===== src/rtl/cpu_program_loader.sv =====
// Boot loader: buffers a byte-stream program, then burst-loads it into the
// CPU instruction memory and sequences the CPU reset around the burst.
module cpu_program_loader #(
    parameter int MAX_WORDS   = 32,
    parameter int HOLD_CYCLES = 2,
    localparam int CW = $clog2(MAX_WORDS + 1),
    localparam int AW = (MAX_WORDS > 1) ? $clog2(MAX_WORDS) : 1,
    localparam int HW = (HOLD_CYCLES > 1) ? $clog2(HOLD_CYCLES) : 1
) (
    input  logic          clk,
    input  logic          Reset,
    input  logic          start,
    input  logic          byte_valid,
    input  logic [7:0]    byte_data,
    output logic          byte_ready,
    output logic          LoadInstructions,
    output logic [31:0]   Instruction,
    output logic          CpuReset,
    output logic [CW-1:0] word_count,
    output logic          busy,
    output logic          done,
    output logic          error
);

    typedef enum logic [2:0] {
        S_IDLE,
        S_HDR,
        S_FILL,
        S_PRE,
        S_BURST,
        S_HOLD,
        S_RUN,
        S_ERR
    } state_t;

    localparam logic [8:0] MAX_HDR = 9'(MAX_WORDS);

    state_t          state_q;
    logic [1:0]      bcnt_q;
    logic [AW-1:0]   widx_q;
    logic [CW-1:0]   kidx_q;
    logic [HW-1:0]   hcnt_q;
    logic [23:0]     shift_q;
    logic            ready_q;
    logic            load_q;
    logic [31:0]     instr_q;
    logic            cpurst_q;
    logic [CW-1:0]   wc_q;
    logic            busy_q;
    logic            done_q;
    logic            err_q;
    logic [31:0]     mem_q [MAX_WORDS];

    logic            accept_d;
    logic            wr_en_d;
    logic            last_d;
    logic            hdr_bad_d;
    logic [CW-1:0]   widx_nx_d;

    // Byte acceptance and word-completion decode
    always_comb begin
        accept_d  = ready_q & byte_valid;
        wr_en_d   = accept_d && (state_q == S_FILL) && (bcnt_q == 2'd3);
        widx_nx_d = CW'(widx_q) + CW'(1);
        last_d    = wr_en_d && (widx_nx_d == wc_q);
        hdr_bad_d = (byte_data == 8'd0) || ({1'b0, byte_data} > MAX_HDR);
    end

    // Program buffer; deliberately not reset so stale words simply persist
    always_ff @(posedge clk) begin
        if (wr_en_d) begin
            mem_q[widx_q] <= {shift_q, byte_data};
        end
    end

    // Session FSM with all outputs registered
    always_ff @(posedge clk or negedge Reset) begin
        if (!Reset) begin
            state_q  <= S_IDLE;
            bcnt_q   <= '0;
            widx_q   <= '0;
            kidx_q   <= '0;
            hcnt_q   <= '0;
            shift_q  <= '0;
            ready_q  <= 1'b0;
            load_q   <= 1'b0;
            instr_q  <= '0;
            cpurst_q <= 1'b1;
            wc_q     <= '0;
            busy_q   <= 1'b0;
            done_q   <= 1'b0;
            err_q    <= 1'b0;
        end else begin
            unique case (state_q)
                S_IDLE, S_RUN, S_ERR: begin
                    if (start) begin
                        state_q  <= S_HDR;
                        ready_q  <= 1'b1;
                        busy_q   <= 1'b1;
                        cpurst_q <= 1'b1;
                        done_q   <= 1'b0;
                        err_q    <= 1'b0;
                    end
                end
                S_HDR: begin
                    if (accept_d) begin
                        if (hdr_bad_d) begin
                            state_q <= S_ERR;
                            ready_q <= 1'b0;
                            busy_q  <= 1'b0;
                            err_q   <= 1'b1;
                        end else begin
                            state_q <= S_FILL;
                            wc_q    <= CW'(byte_data);
                            bcnt_q  <= '0;
                            widx_q  <= '0;
                        end
                    end
                end
                S_FILL: begin
                    if (accept_d) begin
                        bcnt_q  <= bcnt_q + 2'd1;
                        shift_q <= {shift_q[15:0], byte_data};
                        if (bcnt_q == 2'd3) begin
                            widx_q <= widx_q + AW'(1);
                        end
                        if (last_d) begin
                            state_q <= S_PRE;
                            ready_q <= 1'b0;
                        end
                    end
                end
                S_PRE: begin
                    state_q  <= S_BURST;
                    load_q   <= 1'b1;
                    instr_q  <= mem_q[0];
                    cpurst_q <= 1'b0;
                    kidx_q   <= CW'(1);
                end
                S_BURST: begin
                    if (kidx_q == wc_q) begin
                        state_q  <= S_HOLD;
                        load_q   <= 1'b0;
                        instr_q  <= '0;
                        cpurst_q <= 1'b1;
                        hcnt_q   <= '0;
                    end else begin
                        instr_q <= mem_q[kidx_q[AW-1:0]];
                        kidx_q  <= kidx_q + CW'(1);
                    end
                end
                S_HOLD: begin
                    if (hcnt_q == HW'(HOLD_CYCLES - 1)) begin
                        state_q  <= S_RUN;
                        cpurst_q <= 1'b0;
                        done_q   <= 1'b1;
                        busy_q   <= 1'b0;
                    end else begin
                        hcnt_q <= hcnt_q + HW'(1);
                    end
                end
                default: begin
                    state_q <= S_IDLE;
                end
            endcase
        end
    end

    assign byte_ready       = ready_q;
    assign LoadInstructions = load_q;
    assign Instruction      = instr_q;
    assign CpuReset         = cpurst_q;
    assign word_count       = wc_q;
    assign busy             = busy_q;
    assign done             = done_q;
    assign error            = err_q;

endmodule


===== config.mk =====
export PLATFORM = sky130hd
export DESIGN_NAME = cpu_program_loader
export DESIGN_NICKNAME = d
export VERILOG_FILES = /design/src/rtl/cpu_program_loader.sv
export SDC_FILE = /design/constraint.sdc
export NUM_CORES = 1
export LEC_CHECK = 0
export CAP_MARGIN = 20
export CORE_MARGIN = 2
export CORE_UTILIZATION = 60
export CTS_BUF_LIST = sky130_fd_sc_hd__clkbuf_4 sky130_fd_sc_hd__clkbuf_8
export CTS_CLUSTER_SIZE = 8
export DETAILED_ROUTE_END_ITERATION = 8
export PLACE_DENSITY_LB_ADDON = 0.05
export RECOVER_POWER = 50
export SYNTH_ARGS = -nofsm -noshare
export SYNTH_HDL_FRONTEND = slang
export SYNTH_SLANG_ARGS = --single-unit

===== constraint.sdc =====
create_clock -name clk -period 3.4 [get_ports clk]
set_input_delay 0.51 -clock clk [delete_from_list [all_inputs] [get_ports clk]]
set_output_delay 0.51 -clock clk [all_outputs]
set_load 0.1 [all_outputs]

# --- Yosys cells after proc, flatten, opt, wreduce, memory -nomap -nowiden ---
# Memories as Yosys holds them, arrays and structs flattened.
# Index checks and enable logic that the tools add are counted.
word_totals:
  register_bits: 85
  mem_bits_rw: 1024
  input_bits: 12
  out_inout_bits: 44
  wordCells: 114
  n_memories: 1
classes:
  n_addsub: 5
  magnitude_cmp: 1
  eq_ne: 20
  muxes: 43
  n_bitwise: 2
  reduce_logical: 28
mem_list:
  columns: ["name", "words", "word_bits", "rd", "rd_clocked_by_memory_dff", "wr", "line_no", "rtl"]
  rows:
  - ["mem_q", 32, 32, 2, 0, 1, "52", "logic [31:0] mem_q [MAX_WORDS];"]
op_table:
  columns: ["op", "n"]
  rows:
  - ["32-bit case mux with 2 select lines", 1]
  - ["32-bit 2-to-1 mux", 1]
  - ["3-bit 2-to-1 mux", 7]
  - ["5-bit 2-to-1 mux", 4]
  - ["2-bit inequality test (second input constant)", 9]
  - ["3-bit case mux with 6 select lines", 1]
  - ["1-bit 2-to-1 mux", 15]
  - ["3-bit equality test (second input constant)", 4]
  - ["6-bit equality test", 2]
  - ["6-bit case mux with 2 select lines", 1]
  - ["4-bit AND reduction", 3]
  - ["6-bit AND reduction", 2]
  - ["5-bit case mux with 2 select lines", 1]
  - ["5-bit AND reduction", 2]
  - ["2-bit nonzero test", 5]
  - ["8-bit by 6-bit greater-than comparator with 1-bit output (second input constant)", 1]
  - ["8-bit logical NOT", 1]
  - ["1-bit case mux with 2 select lines", 4]
  - ["2-bit AND reduction", 4]
  - ["5-bit by 1-bit adder with 6-bit output (second input constant)", 1]
  - ["6-bit by 1-bit adder with 6-bit output (second input constant)", 1]
  - ["3-bit by 2-bit equality test with 1-bit output (second input constant)", 2]
  - ["2-bit 2-to-1 mux", 3]
  - ["6-bit 2-to-1 mux", 1]
  - ["18 further kinds", 23]

# --- Longest topological paths before layout ---
# Gate-level depths: netlist (run 1).
depth:
  ltp_word: 7
  depth_mapped: 8
  ltp_nobuf: 7

# --- Worst setup path before layout (run 1) ---
# No wires, ideal clock.
synth_path:
  path_kind: "register -> register"
  start: "register ready_q (netlist: byte_ready)"
  end: "memory mem_q[31][0] (enable)"
  t_arrival_ns: 3.129
  required_time_ns: 2.979
  slack_ns: -0.150
  stages_incl_launch_ff: 5
  synth_period_minus_slack_ns: 3.550
  cell_sequence: "dfrtp_1 -> nand4bb_1 -> nor2_1 -> nand2_1 -> nor2_1"
synth_via:
  elab_chain_cells: 5
synth_rtl:
  columns: ["element", "line_no", "rtl"]
  rows:
  - ["start, declared", "44", "logic ready_q;"]
  - ["start signal, assigned", "85", "ready_q <= 1'b0;"]
  - ["start signal, assigned", "98", "ready_q <= 1'b1;"]
  - ["start signal, assigned", "109", "ready_q <= 1'b0;"]
  - ["1-bit bitwise AND", "62", "accept_d = ready_q & byte_valid;"]
  - ["1-bit logical AND (2 in series)", "63", "wr_en_d = accept_d && (state_q == S_FILL) && (bcnt_q == 2'd3);"]
  - ["1-bit 2-to-1 mux", "71", "if (wr_en_d) begin"]
  - ["1-bit 2-to-1 mux (implied by the code)", "72", "mem_q[widx_q] <= {shift_q, byte_data};"]
  - ["end, declared", "52", null]
# No other way between the ends.

# --- Final worst setup path (run 1) ---
layout_path:
  start: "register wc_q[5] (netlist: word_count[5])"
  end: "output word_count[5]"
layout_rtl:
  columns: ["element", "line_no", "rtl"]
  rows:
  - ["start, declared", "48", "logic [CW-1:0] wc_q;"]
  - ["start signal, assigned", "114", "wc_q <= CW'(byte_data);"]
  - ["end, declared", "19", "output logic [CW-1:0] word_count,"]
# No word-level cell between the ends.

==> run metrics, run 1 <==
Peak VDD IR=0.755 mV; worst-case clock buffer depth=3; slew of the pin with the lowest slew margin=2.06 ns; Syn Area/Cell=18.8 µm²; Slew Limit Fails=675; DR iter-0 viols=2,865; final hold vios=0; Starting Density=60.5%; Clock Latency Late Sink=0.83 ns; PwrDens=789 nW/µm²; nature of the critical path startpoint=register; max_slew headroom=-37.1%; Final setup viols=0; Clock Skews=0.0251 ns; CORE AREA=71,500 µm²; first-pass GRT wire length=160 mm; Setup CP Type=reg2out; cell chain of the critical path=clkdlybuf4s50_1; Tcrit/Tclk final=88.5%; HP Start=byte_valid; required time of the worst setup path=2.89 ns; post-DR wirelength/cell=30.5 µm; Synth Area in Compound Gates=5.94%; violated checks=max-capacitance violations, max-slew violations; cts hold-fix bufs=1; post-synthesis simple-gate area fraction=2.60%; most frequent cell after synthesis=edfxtp_1; xor and xnor area share after synthesis=0.263%; Detailed Route WL=111 mm; max frequency=332 MHz; Synth Register Bits=1,109; io pins=56; origin of the critical flop-to-flop path=state_q[1]; largest net degree at the start of global routing=72; sequential area share after synthesis=76.0%; DIE AREA=74,300 µm²; slowest stage delay, CP=1.19 ns; Post-synth EDFFs=1,024; Post-synth ARST share=7.66%; Die H=273 µm; Buf/Inv on CP=1; Setup Total Neg Slack=0 ns; Die Width=273 µm; WP data arrival=2.50 ns; status=complete, but fails checks; YS warnings=0; mux contribution to synthesized area=13.5%; Synth-to-Final Area Change=14.3%; CP max stage cell=clkdlybuf4s50_1; hold endpoint=error; syn_nets=2,321; top post-synthesis cells by area=edfxtp_1 71%, mux2i_1 7.3%, mux4_2 5.3%; Clock Tree Root=clkbuf_8; post-DP HPWL=68.7 mm; largest fanout on the critical path=5; vias in the first global route=23,203; post-layout min period=3.01 ns; reg2reg setup slack=0.55 ns; Vias/cell=6.47; largest family of logic cells by synthesized area=multiplexers; Power Total=39.0 mW; hold slack=0.423 ns; Placed Area=46,100 µm²; Syn Inst Count=2,302; # clock sinks=1,109; share of Yosys cell area claimed by the top area cell type=71.1%; CP endpoint kind=output pin; Final Net Count=2,563; largest area contributor in the netlist=edfxtp_1; Cell Rows=98; antenna violations before repair=3; Netlist cell types=67; CTS tree=yes; Top FF cell, synth=edfxtp_1; leakage power=16.5 nW; synthesized area=43,300 µm²; share of cells above drive strength 1=22.6%; Post-Synth Adder-Cell Area=0.202%; worst reg2reg path depth=5; htree depth=4; Port Buf Inserts=55; DRC viols=0; max_cap viols=20; CP delay by family, top=buffers and inverters; drt first pass iters=5; cts repair resizes=0; Synth top cells by count=1,024 x edfxtp_1, 314 x mux2i_1, 152 x a22oi_1; routability cong.=0.892; design area=49,400 µm²; GRT overflow=0; Hold Crit Class=in2reg; Setup Buffers After CTS=0; hold depth=3; Total GRT Usage=30.4%; RSZ-0062 raised after global routing=false; Post-DRT Antenna Nets=0; detailed-route via count=23,497; clock transition at the registers of the reported paths=0.06 ns; total CTS buffers=174; FF-to-FF End=Instruction[1]
-- layout make-up --
class | count | area, µm²
Tap cell | 950 | 1190
Inverter | 10 | 37.5
Antenna cell | 2 | 5.00
Sequential cell | 1109 | 32900
Clock inverter | 41 | 285
Multi-Input combinational cell | 1050 | 10100
Clock buffer | 273 | 3180
Fill cell | 4577 | 22000
Timing Repair Buffer | 199 | 1810
-- worst register-to-register path, cell delays in order, from the launching register on --
cell     delay (ns)
dfrtp_1        0.74
nor2b_1        0.37
nand2_2        0.44
nand2_2        0.87
nor2_1         0.12
nor4_1         0.20
-- state kept, by name, indices dropped and copies added (netlist names), 2 cells and up --
register	count
word_count	6
bcnt_q	2
kidx_q	6
shift_q	24
Instruction	32
widx_q	5
state_q	3
mem_q	1024
-- layout by cell type, fill, tap and decap left out, drive strengths merged, types with 10 or more instances in the layout --
cell type | netlist | layout
a211o | 31 | 31
mux2 | 35 | 35
nor2 | 87 | 87
o21ai | 46 | 46
mux4 | 102 | 102
nor2b | 10 | 10
clkinv | 0 | 28
nand3 | 15 | 15
clkdlybuf4s50 | 0 | 30
buf | 74 | 112
inv | 10 | 20
a21oi | 70 | 70
o221ai | 30 | 30
mux2i | 314 | 314
nand4 | 33 | 33
edfxtp | 1024 | 1024
dfrtp | 84 | 84
clkbuf | 59 | 321
a22oi | 152 | 152
nand2 | 27 | 27
-- power breakdown --
part / internal (mW) / switching, mW
clock network: 6.03 / 5.07
logic: 3.31 / 7.13
registers: 16.3 / 1.13
-- worst max-delay path by stage --
stage,start,endpoint,slack (ns),cells past startpoint
floorplan,byte_ready,mem_q[31][0],-0.15,4
global placement,byte_valid,mem_q[21][12],0.61,7
detailed placement,byte_valid,mem_q[21][4],0.59,7
CTS,word_count[5],word_count[5],0.34,1
global route,Reset,shift_q[23],0.24,3
finish,word_count[5],word_count[5],0.39,1
-- metrics by stage --
step,utilization [%],instances,worst slack [ns]
floorplan,-,2302,-0.150
global placement,64.5,3313,0.613
detailed placement,64.5,3313,0.588
CTS,69.4,3628,0.344
global route,69.2,3633,0.245
finish,69.2,3634,0.390
-- cells by family after synthesis --
| logic type | after synthesis |
|---|---|
| flip-flops | 1109 |
| buffers and inverters | 143 |
| XOR/XNOR | 13 |
| AO/OA/AOI/OAI | 363 |
| AND/OR/NAND/NOR | 216 |
| adder cells (fa/ha/maj) | 7 |
| multiplexers | 451 |
-- per-layer routing --
| metal | GRT usage (%) | vias to the layer above | part of all wire [%] |
|---|---|---|---|
| met5 | 0 | - | 0.025 |
| li1 | - | 9926 | - |
| met3 | 6.65 | 183 | 9.1 |
| met2 | 46.3 | 1221 | 47 |
| met1 | 44.4 | 12163 | 41 |
| met4 | 10.2 | 4 | 2.8 |
No activity file was read; power rests on OpenSTA's default activity.
==> run 2, diff against run 1 <==
SLEW_MARGIN = 20   (was unset)
==> run metrics, run 2 (synthesis gave the netlist of run 1 again) <==
DR iter-0 viols=2,861 (-0.14%); Setup Buffers After CTS=0 (unchanged); cts repair resizes=0 (unchanged); Cell Rows=98 (unchanged); first-pass GRT wire length=160 mm (unchanged); largest reg by FF count=mem_q; Peak VDD IR=0.755 mV (about the same); Placed Area=46,100 µm² (unchanged); leakage power=16.5 nW (about the same); sequential share of power=45.0% (+0.2 points); GRT overflow=0 (unchanged); Synth-to-Final Area Change=14.2% (about the same); internal power=25.7 mW (about the same); share of cells above drive strength 1=22.6% (+0.034 points); post-layout min period=3.00 ns (-0.00654 ns); Die Width=273 µm (unchanged); CP max stage cell=clkdlybuf4s50_1; required time of the worst setup path=2.89 ns (about the same); PwrDens=788 nW/µm² (about the same); total CTS buffers=174 (unchanged); cell chain of the critical path=clkdlybuf4s50_1; design area=49,400 µm² (about the same); DIE AREA=74,300 µm² (unchanged); status=complete, but fails checks; Hold Crit Class=in2reg; worst-case clock buffer depth=3 (unchanged); Port Buf Inserts=55 (unchanged); Power Total=39.0 mW (about the same); largest net degree at the start of global routing=72 (unchanged); Buf/Inv on CP=1 (unchanged); WP data arrival=2.49 ns (about the same); Final Net Count=2,559 (-0.16%); Clock Latency Late Sink=0.83 ns (about the same); Layout Utilization=69.1% (about the same); slew of the pin with the lowest slew margin=2.08 ns (+0.0192 ns); CP endpoint kind=output pin; routability cong.=0.892 (unchanged); vias in the first global route=23,203 (unchanged); NetSw=13.3 mW (-0.24%); Clock Skews=0.0225 ns (-0.00255 ns); Detailed Route WL=111 mm (-0.18%); # clock sinks=1,109 (unchanged); CTS tree=yes; Final setup viols=0 (unchanged); clock transition at the registers of the reported paths=0.06 ns (about the same); Clk network pwr share=28.5% (about the same); io pins=56 (unchanged); Starting Density=60.5% (unchanged); Vias/cell=6.47 (about the same); RSZ-0062 raised after global routing=false; max_cap viols=20 (unchanged); max_slew headroom=-38.4% (-1.3 points); CORE AREA=71,500 µm² (unchanged); Clock Tree Root=clkbuf_8; post-DP HPWL=68.7 mm (unchanged); Tcrit/Tclk final=88.3% (-0.19 points); Slew Limit Fails=674 (-0.15%); Die H=273 µm (unchanged); final hold vios=0 (unchanged); largest fanout on the critical path=5 (unchanged); Setup CP Type=reg2out; Largest register FFs=1,024 (unchanged); nature of the critical path startpoint=register; Total GRT Usage=30.4% (unchanged); slowest stage delay, CP=1.19 ns (about the same); most common cell after layout, fill and taps aside=edfxtp_1; sw frac=34.1% (-0.050 points); DRC viols=0 (unchanged); drt first pass iters=5 (unchanged); Post-DRT Antenna Nets=0 (unchanged); cts hold-fix bufs=1 (unchanged); detailed-route via count=23,480 (-0.072%); CP delay by family, top=buffers and inverters; antenna violations before repair=3 (unchanged); most frequent cells in the layout=1,024 x edfxtp_1, 314 x mux2i_1, 180 x clkbuf_8, 152 x a22oi_1, 102 x mux4_2; max frequency=333 MHz (+0.22%); post-DR wirelength/cell=30.5 µm (about the same); htree depth=4 (unchanged); Comb power frac=26.5% (-0.3 points); # fillers=4,580 (+0.066%); violated checks=max-capacitance violations, max-slew violations
run 2: through the flow:
step	worst slack [ns]	cells	hold WS (ns)	TNS (ns)
after global placement	0.613	3313	0.459	0
final	0.396	3629	0.417	0
after detailed placement	0.588	3313	0.481	0
after CTS	0.344	3628	0.306	0
after floorplan	-0.150	2302	0.214	-121.90
after global routing	0.245	3629	0.439	0
run 2: per-layer routing:
metal / wire length, µm / part of all wire (%) / global-route usage (%)
met1: 45400 / 41 / 44.4
met2: 51800 / 47 / 46.3
met3: 10300 / 9.3 / 6.65
met4: 3100 / 2.8 / 10.2
met5: 32 / 0.029 / 0
run 2: final timing paths:
path / startpoint / endpoint / depth (start not counted) / slack (ns)
setup / recovery: word_count[5] / word_count[5] / 1 / 0.40
hold / removal: byte_valid / error / 3 / 0.42
setup reg to reg: kidx_q[1] / Instruction[17] / 8 / 0.61
hold reg to reg: bcnt_q[0] / bcnt_q[0] / 1 / 0.48
max in group asynchronous: Reset / shift_q[4] / 3 / 0.57
min in group asynchronous: Reset / shift_q[21] / 2 / 0.67
run 2: power groups by stage:
stage                     clock network (mW)  logic [mW]  registers, mW
after floorplan                            0        5.02           19.1
after global placement                     0        10.3           17.7
after detailed placement                   0        10.4           17.7
after CTS                               11.2        10.4           17.5
after global routing                    11.8        10.8           17.6
final                                   11.1        10.3           17.5
run 2: cell type report:
| type | count | area, µm² | area share (%) |
|---|---|---|---|
| Inverter | 10 | 37.5 | 0.0759 |
| Tap cell | 950 | 1190 | 2.40 |
| Antenna cell | 1 | 2.50 | 0.00506 |
| Clock buffer | 273 | 3180 | 6.42 |
| Clock inverter | 41 | 285 | 0.577 |
| Sequential cell | 1109 | 32900 | 66.5 |
| Multi-Input combinational cell | 1050 | 10100 | 20.3 |
| Timing Repair Buffer | 195 | 1800 | 3.64 |
